File: src/rtl/fifo.sv
// fifo: single-clock synchronous FIFO with registered read data.
//
// Parameters:
//   DATAWIDTH - width of each stored word
//   DEPTH     - number of entries (power of two, >= 2)
//
// Ports:
//   clk       - clock, all state updates on the rising edge
//   rstn      - asynchronous reset, ACTIVE-HIGH despite the name
//   dataIn    - write data, captured when a write is accepted
//   WR        - write request (level-sensitive, one word per cycle)
//   full      - high when DEPTH entries are stored
//   dataOut   - registered read data, holds when no read is accepted
//   empty     - high when no entries are stored
//   RD        - read request (level-sensitive, one word per cycle)
//
// Optional feature (macro FIFO_ERR_FLAGS_EN):
//   overflow  - sticky, set by a write attempt while full that is not
//               accompanied by an accepted read
//   underflow - sticky, set by a read attempt while empty
//   Both clear only on reset. Without the macro these ports do not exist.

module fifo #(
  parameter int unsigned DATAWIDTH = 8,
  parameter int unsigned DEPTH     = 4
) (
  input  logic                 clk,
  input  logic                 rstn,
  input  logic [DATAWIDTH-1:0] dataIn,
  input  logic                 WR,
  output logic                 full,
  output logic [DATAWIDTH-1:0] dataOut,
  output logic                 empty,
  input  logic                 RD
`ifdef FIFO_ERR_FLAGS_EN
  ,
  output logic                 overflow,
  output logic                 underflow
`endif
);

  localparam int unsigned AW = (DEPTH > 1) ? $clog2(DEPTH) : 1;
  localparam int unsigned CW = AW + 1;
  localparam logic [CW-1:0] FullCount = CW'(DEPTH);

  logic [DATAWIDTH-1:0] mem_q [DEPTH];

  logic [AW-1:0]        wptr_q, wptr_d;
  logic [AW-1:0]        rptr_q, rptr_d;
  logic [CW-1:0]        count_q, count_d;
  logic [DATAWIDTH-1:0] dout_q, dout_d;

  logic wr_ok;
  logic rd_ok;

  // Flags come straight from the registered count, so they move on the
  // same edge as the count.
  assign empty = (count_q == '0);
  assign full  = (count_q == FullCount);

  // Accept decisions use pre-edge state: a write while full is dropped even
  // if a read is accepted on the same edge.
  assign wr_ok = WR & ~full;
  assign rd_ok = RD & ~empty;

  always_comb begin
    wptr_d  = wptr_q;
    rptr_d  = rptr_q;
    count_d = count_q;
    dout_d  = dout_q;

    // Pointer width equals log2(DEPTH), so the natural overflow is the wrap.
    if (wr_ok) begin
      wptr_d = wptr_q + AW'(1);
    end
    if (rd_ok) begin
      rptr_d = rptr_q + AW'(1);
      dout_d = mem_q[rptr_q];
    end

    case ({wr_ok, rd_ok})
      2'b10:   count_d = count_q + CW'(1);
      2'b01:   count_d = count_q - CW'(1);
      default: count_d = count_q;
    endcase
  end

  always_ff @(posedge clk or posedge rstn) begin
    if (rstn) begin
      wptr_q  <= '0;
      rptr_q  <= '0;
      count_q <= '0;
      dout_q  <= '0;
    end else begin
      wptr_q  <= wptr_d;
      rptr_q  <= rptr_d;
      count_q <= count_d;
      dout_q  <= dout_d;
    end
  end

  // Storage is deliberately left out of reset.
  always_ff @(posedge clk) begin
    if (wr_ok) begin
      mem_q[wptr_q] <= dataIn;
    end
  end

  assign dataOut = dout_q;

`ifdef FIFO_ERR_FLAGS_EN
  logic overflow_q, overflow_d;
  logic underflow_q, underflow_d;

  // When full the FIFO is non-empty, so an accepted read rescues the write
  // attempt from being counted as an overflow.
  always_comb begin
    overflow_d  = overflow_q | (WR & full & ~rd_ok);
    underflow_d = underflow_q | (RD & empty);
  end

  always_ff @(posedge clk or posedge rstn) begin
    if (rstn) begin
      overflow_q  <= 1'b0;
      underflow_q <= 1'b0;
    end else begin
      overflow_q  <= overflow_d;
      underflow_q <= underflow_d;
    end
  end

  assign overflow  = overflow_q;
  assign underflow = underflow_q;
`endif

endmodule

File: config.mk
export PLATFORM = sky130hd
export DESIGN_NAME = fifo
export DESIGN_NICKNAME = d
export VERILOG_FILES = /design/src/rtl/fifo.sv
export SDC_FILE = /design/constraint.sdc
export NUM_CORES = 1
export LEC_CHECK = 0
export ABC_AREA = 0
export CAP_MARGIN = 20
export CORE_MARGIN = 2
export CORE_UTILIZATION = 58
export DETAILED_ROUTE_END_ITERATION = 10
export MAX_ROUTING_LAYER = met4
export PLACE_DENSITY = 0.82
export SYNTH_ARGS = -nofsm -noshare
export SYNTH_HDL_FRONTEND = slang
export SYNTH_SLANG_ARGS = --single-unit
File: constraint.sdc
create_clock -name clk -period 3 [get_ports clk]
set_input_delay 0.45 -clock clk [delete_from_list [all_inputs] [get_ports clk]]
set_output_delay 0.45 -clock clk [all_outputs]
set_load 0.02 [all_outputs]
== Word level (Yosys, flattened, before mapping) ==
Memories as Yosys holds them, arrays and structs flattened. A register that Yosys moved wholly into a read port is not among the register bits.
Index checks and enable logic that the tools add are counted.

* Muxes and demuxes: 3
* Add/sub/neg operators: 4
* Eq/ne operators: 3
* Bitwise gates (word level): 4
* Reduce and logical (&&, ||, !) cells: 2

{| class="wikitable"
|+ Operators with widths
! kind !! count
|-
| 3-bit case mux with 2 select lines || 1
|-
| 2-bit by 1-bit adder with 2-bit output, second input constant || 2
|-
| 3-bit by 1-bit adder with 3-bit output, second input constant || 1
|-
| 3-bit == test, second input constant || 1
|-
| 3-bit zero test || 1
|-
| 3-bit by 1-bit subtractor with 3-bit output, second input constant || 1
|-
| 1-bit bitwise AND || 2
|-
| 2-bit by 1-bit == test with 1-bit output, second input constant || 1
|-
| 2-bit == test, second input constant || 1
|-
| 1-bit 2-to-1 mux || 2
|-
| 1-bit NOT || 2
|-
| 2-bit nonzero test || 1
|}

* Register bits: 7
* Bits of input ports: 12
* Logic and storage cells: 20
* Memories kept: 1
* RAM bits: 32
* Output and inout port bits: 10

{| class="wikitable"
|+ Memory list
! memory !! words !! width !! rd ports !! clocked after Yosys merged registers in !! wr ports !! RTL line !! text
|-
| mem_q || 4 || 8 || 1 || 1 || 1 || 46 || <nowiki>logic [DATAWIDTH-1:0] mem_q [DEPTH];</nowiki>
|}

== Depth between registers and ports, before layout ==
* Depth after elaboration: 5
* Gate-level depth with buffers: 9
* Gate-level depth less buffers: 9

== Worst setup path before layout ==
Ideal clock, no wire load.

* Path kind: register -> register
* From: register count_q[0]
* To: register count_q[2]
* Clock period less this slack: 2.107 ns
* Data arrival time: 2.028 ns
* Library setup time: 0.079 ns
* Setup slack: 0.893 ns
* Buffers on the path: 0
* Required time: 2.921 ns
* Cell stages (with the launch flop): 10
* Path through: dfrtp_1 > nor3b_2 > nor2b_2 > inv_1 > ha_1 > inv_1 > fa_1 > xor2_1 > nor2_1 > xor2_1

* Word-level cells in the longest chain between the ends: 5
* Elaborated cells on any way between the ends: 12
* Those cells by class: add/sub (2); eq/ne (3); mux (1); bitwise (4); reduce/logical (2)

{| class="wikitable"
|+ Ends and longest elaborated chain
! item !! RTL line !! text
|-
| from (decl) || 50 || <nowiki>logic [CW-1:0] count_q, count_d;</nowiki>
|-
| from (signal assigned) || 97 || <nowiki>count_q <= count_d;</nowiki>
|-
| 3-bit == test (*) || 59 || <nowiki>assign full = (count_q == FullCount);</nowiki>
|-
| net full || 31 || <nowiki>output logic full,</nowiki>
|-
| 1-bit NOT (*) || 63 || <nowiki>assign wr_ok = WR & ~full;</nowiki>
|-
| 1-bit bitwise AND (*) || 63 ||
|-
| 2-bit by 1-bit == test with 1-bit output / 2-bit == test (equally long branches) || 81 || <nowiki>case ({wr_ok, rd_ok})</nowiki>
|-
| 3-bit case mux with 2 select lines / 2-bit nonzero test (equally long branches) || - ||
|}

The timed path passes the listed nets; every way through them passes the cells marked *.
A chain may end at the register's enable or synchronous reset.

== Worst setup path in the final report ==
* From: register count_q[0]
* To: output port full

* Word-level cells in the longest chain between the ends: 1

{| class="wikitable"
|+ Ends and longest elaborated chain
! item !! RTL line
|-
| 3-bit == test || 59
|-
| to (decl) || 31
|}

No other way between the ends.

==> summary.txt <==
STA
  • Final hold violation count: 0
  • Min Tclk post-route: 2.20 ns
  • Final Max Slew Viols: 0
  • Clk_skew: 0.00968 ns
  • Final period util: roughly 73%
  • Slew HR: between 50% and 60%
  • RSZ-0062 raised after global routing: no
  • Worst-Margin Slew: 0.607 ns
  • FMAX: about 460 MHz
  • Setup TNS: 0 ns
  • Final setup vio count: 0

Place
  • GP Congestion: 0.797
  • Port bufs: 21
  • HPWL Detailed: slightly above 2000 um
  • Dpl cell area: about 2100 sq um
  • Placed Cells: 176

Logic synthesis
  • Synthesized flop and latch total: between 40 and 50
  • Avg Inst Size Synth: around 17 sq um
  • Sequential-to-total area share from yosys stat: 70.8%
  • Cell variety after synth: 21
  • Synth Cell Area: 1890 sq um
  • Yosys warning total: 0
  • Synthesized net count: about 130
  • Cells after synthesis: 113

Detailed routing
  • DR vias: between 900 and 1000
  • Drt drc: 0
  • Routed WL: 2970 um
  • 1st-pass router iterations: 4
  • DRT antenna net count: 0
  • WL per Instance: between 15 and 20 um
  • Drt initial violations: 38
  • Number of vias per cell: between 5 and 6

Min path
  • HP Class: primary input to async pin

Setup path
  • Crit path arrival time: 1.75 ns
  • Crit path kind: flip-flop to output port
  • Worst setup EP type: output port
  • Crit path max fanout: 5
  • Startpoint types: flip-flop
  • Reg2reg start: count_q[0]$_DFFE_PP0P_
  • Worst Path Required: about 2.6 ns
  • Critical Path Start: count_q[0]$_DFFE_PP0P_

Global route
  • GRT Residual Overflow: 0
  • Vias in the first global route: around 1000
  • Largest net degree at the start of global routing: 17
  • Global-route usage over all layers: 19.7%
  • First-pass GRT wire length: 4800 um
  • Initial antenna violation count: 0

Clock tree
  • Clock slew at reported path FFs: roughly 0.14 ns
  • CTS tree: done
  • CTS Root Cell: clkbuf_4
  • Deepest clock path buffer count: 2
  • Clock buffer count from CTS: 5
  • Clk_lat worst skew: roughly 0.37 ns
  • Hold-fix buffers, CTS: 0
  • Post-cts sizing count: 0
  • CTS HTree Levels: 2
  • Buffer count from post-CTS setup fixing: 0
  • Num Clock Sinks: 47

Cells and area
  • Area Growth Syn to Fin: 18.1%
  • Antenna diodes: 0
  • Post-layout instance count excluding filler cells: 184
  • Most common cell after layout, fill and taps aside: edfxtp_1
  • # nets final: ~160
  • Share of cells above drive strength 1: about 16%
  • Most frequent cells in the layout: edfxtp_1 (32), nand2_1 (24), clkdlybuf4s50_1 (21)
  • Cell area after layout: about 2200 sq um

Run status
  • Status: complete, no violations

Die
  • Die height: between 60 and 70 um
  • Die W: around 61 um
  • Initial core utilization: 61.3%
  • Die footprint: around 3700 sq um
  • Core ar.: between 3000 and 4000 sq um
  • Standard-cell rows: 20
  • IO Count: 22

Run
  • Max cap viols: 0

Pwr
  • Power per cell area: between 900 and 1000 nW/um^2
  • Maximum VDD drop: 0.000432 V
  • Overall Power: between 2 and 2.5 mW
  • Leakage: 0.859 nW
==> layout make-up <==
cell class	count	area [sq um]
well taps	44	55.1
repair buffers	21	210
clock buffers	5	37.5
clock inverters	3	47.5
flip-flops and latches	47	1340
multi-input cells	56	509
fillers	210	850
inverters	8	32.5
==> logic make-up after synthesis <==
logic type | count (synthesis) | share of synthesized area (%)
compound gates | 1 | 1.13
fa+ha+maj | 6 | 4.38
xor+xnor | 6 | 2.79
mux | 10 | 10.7
simple gates | 33 | 8.02
buf+inv | 10 | 2.19
flops | 47 | 70.8
==> flip-flops by register name (all words and copies together), names as in the netlist <==
| signal | flops |
|---|---|
| dataOut | 8 |
| rptr_q | 2 |
| count_q | 3 |
| wptr_q | 2 |
| mem_q | 32 |
==> power breakdown <==
part	internal (mW)	total [mW]	switching, mW	leakage, nW
combinational	0.364	0.713	0.349	0.341
sequential	0.894	1.06	0.163	0.473
clock	0.180	0.388	0.208	0.0458
total	1.44	2.16	0.720	0.859
==> layer usage <==
| layer | up-vias | share of wire [%] | global-route usage [%] |
|---|---|---|---|
| met2 | 18 | 53 | 30.7 |
| met3 | 8 | 3.0 | 4.41 |
| met4 | 0 | 2.3 | 11.2 |
| met1 | 486 | 41 | 23.9 |
| li1 | 447 | - | - |
| met5 | - | 0 | - |
==> cell usage after synthesis <==
master / instances / area (sq um)
nor3_1: 1 / 5.00
mux4_2: 8 / 180
and2_1: 4 / 25.0
mux2_2: 1 / 11.3
buf_2: 1 / 5.00
nor3b_2: 1 / 12.5
inv_1: 7 / 26.3
inv_4: 1 / 6.26
mux2i_1: 1 / 10.0
nand2_1: 24 / 90.1
clkbuf_1: 1 / 3.75
nor2_1: 1 / 3.75
xnor2_1: 4 / 35.0
o31ai_4: 1 / 21.3
fa_1: 1 / 20.0
xor2_1: 2 / 17.5
dfrtp_1: 15 / 375
edfxtp_1: 32 / 961
nor2b_2: 1 / 8.76
ha_1: 5 / 62.6
nand2_2: 1 / 6.26
==> stage by stage <==
stage | worst slack, ns | util (%) | hold WS (ns)
after global placement | 0.695 | 69.6 | 0.462
after CTS | 0.784 | 72.4 | 0.432
final | 0.803 | 72.4 | 0.414
after floorplan | 0.893 | - | 0.351
after global routing | 0.685 | 72.4 | 0.456
after detailed placement | 0.555 | 69.6 | 0.467
==> path summary, 6_finish.rpt <==
check | to | slack [ns] | depth (start not counted)
setup / recovery | full | 0.80 | 2
hold / removal | dataOut[2]$_DFFE_PP0P_ | 0.41 | 2
setup reg to reg | count_q[2]$_DFFE_PP0P_ | 0.87 | 8
hold reg to reg | dataOut[2]$_DFFE_PP0P_ | 0.50 | 2
max in group asynchronous | wptr_q[0]$_DFFE_PP0P_ | 2.21 | 2
min in group clk | dataOut[2]$_DFFE_PP0P_ | 0.50 | 2
==> critical path: stages, from the launching register on <==
cell and delay (ns):
dfrtp_1 0.49, nor3b_2 0.25, clkdlybuf4s50_1 0.64
Power figures use the tool's default switching activity.
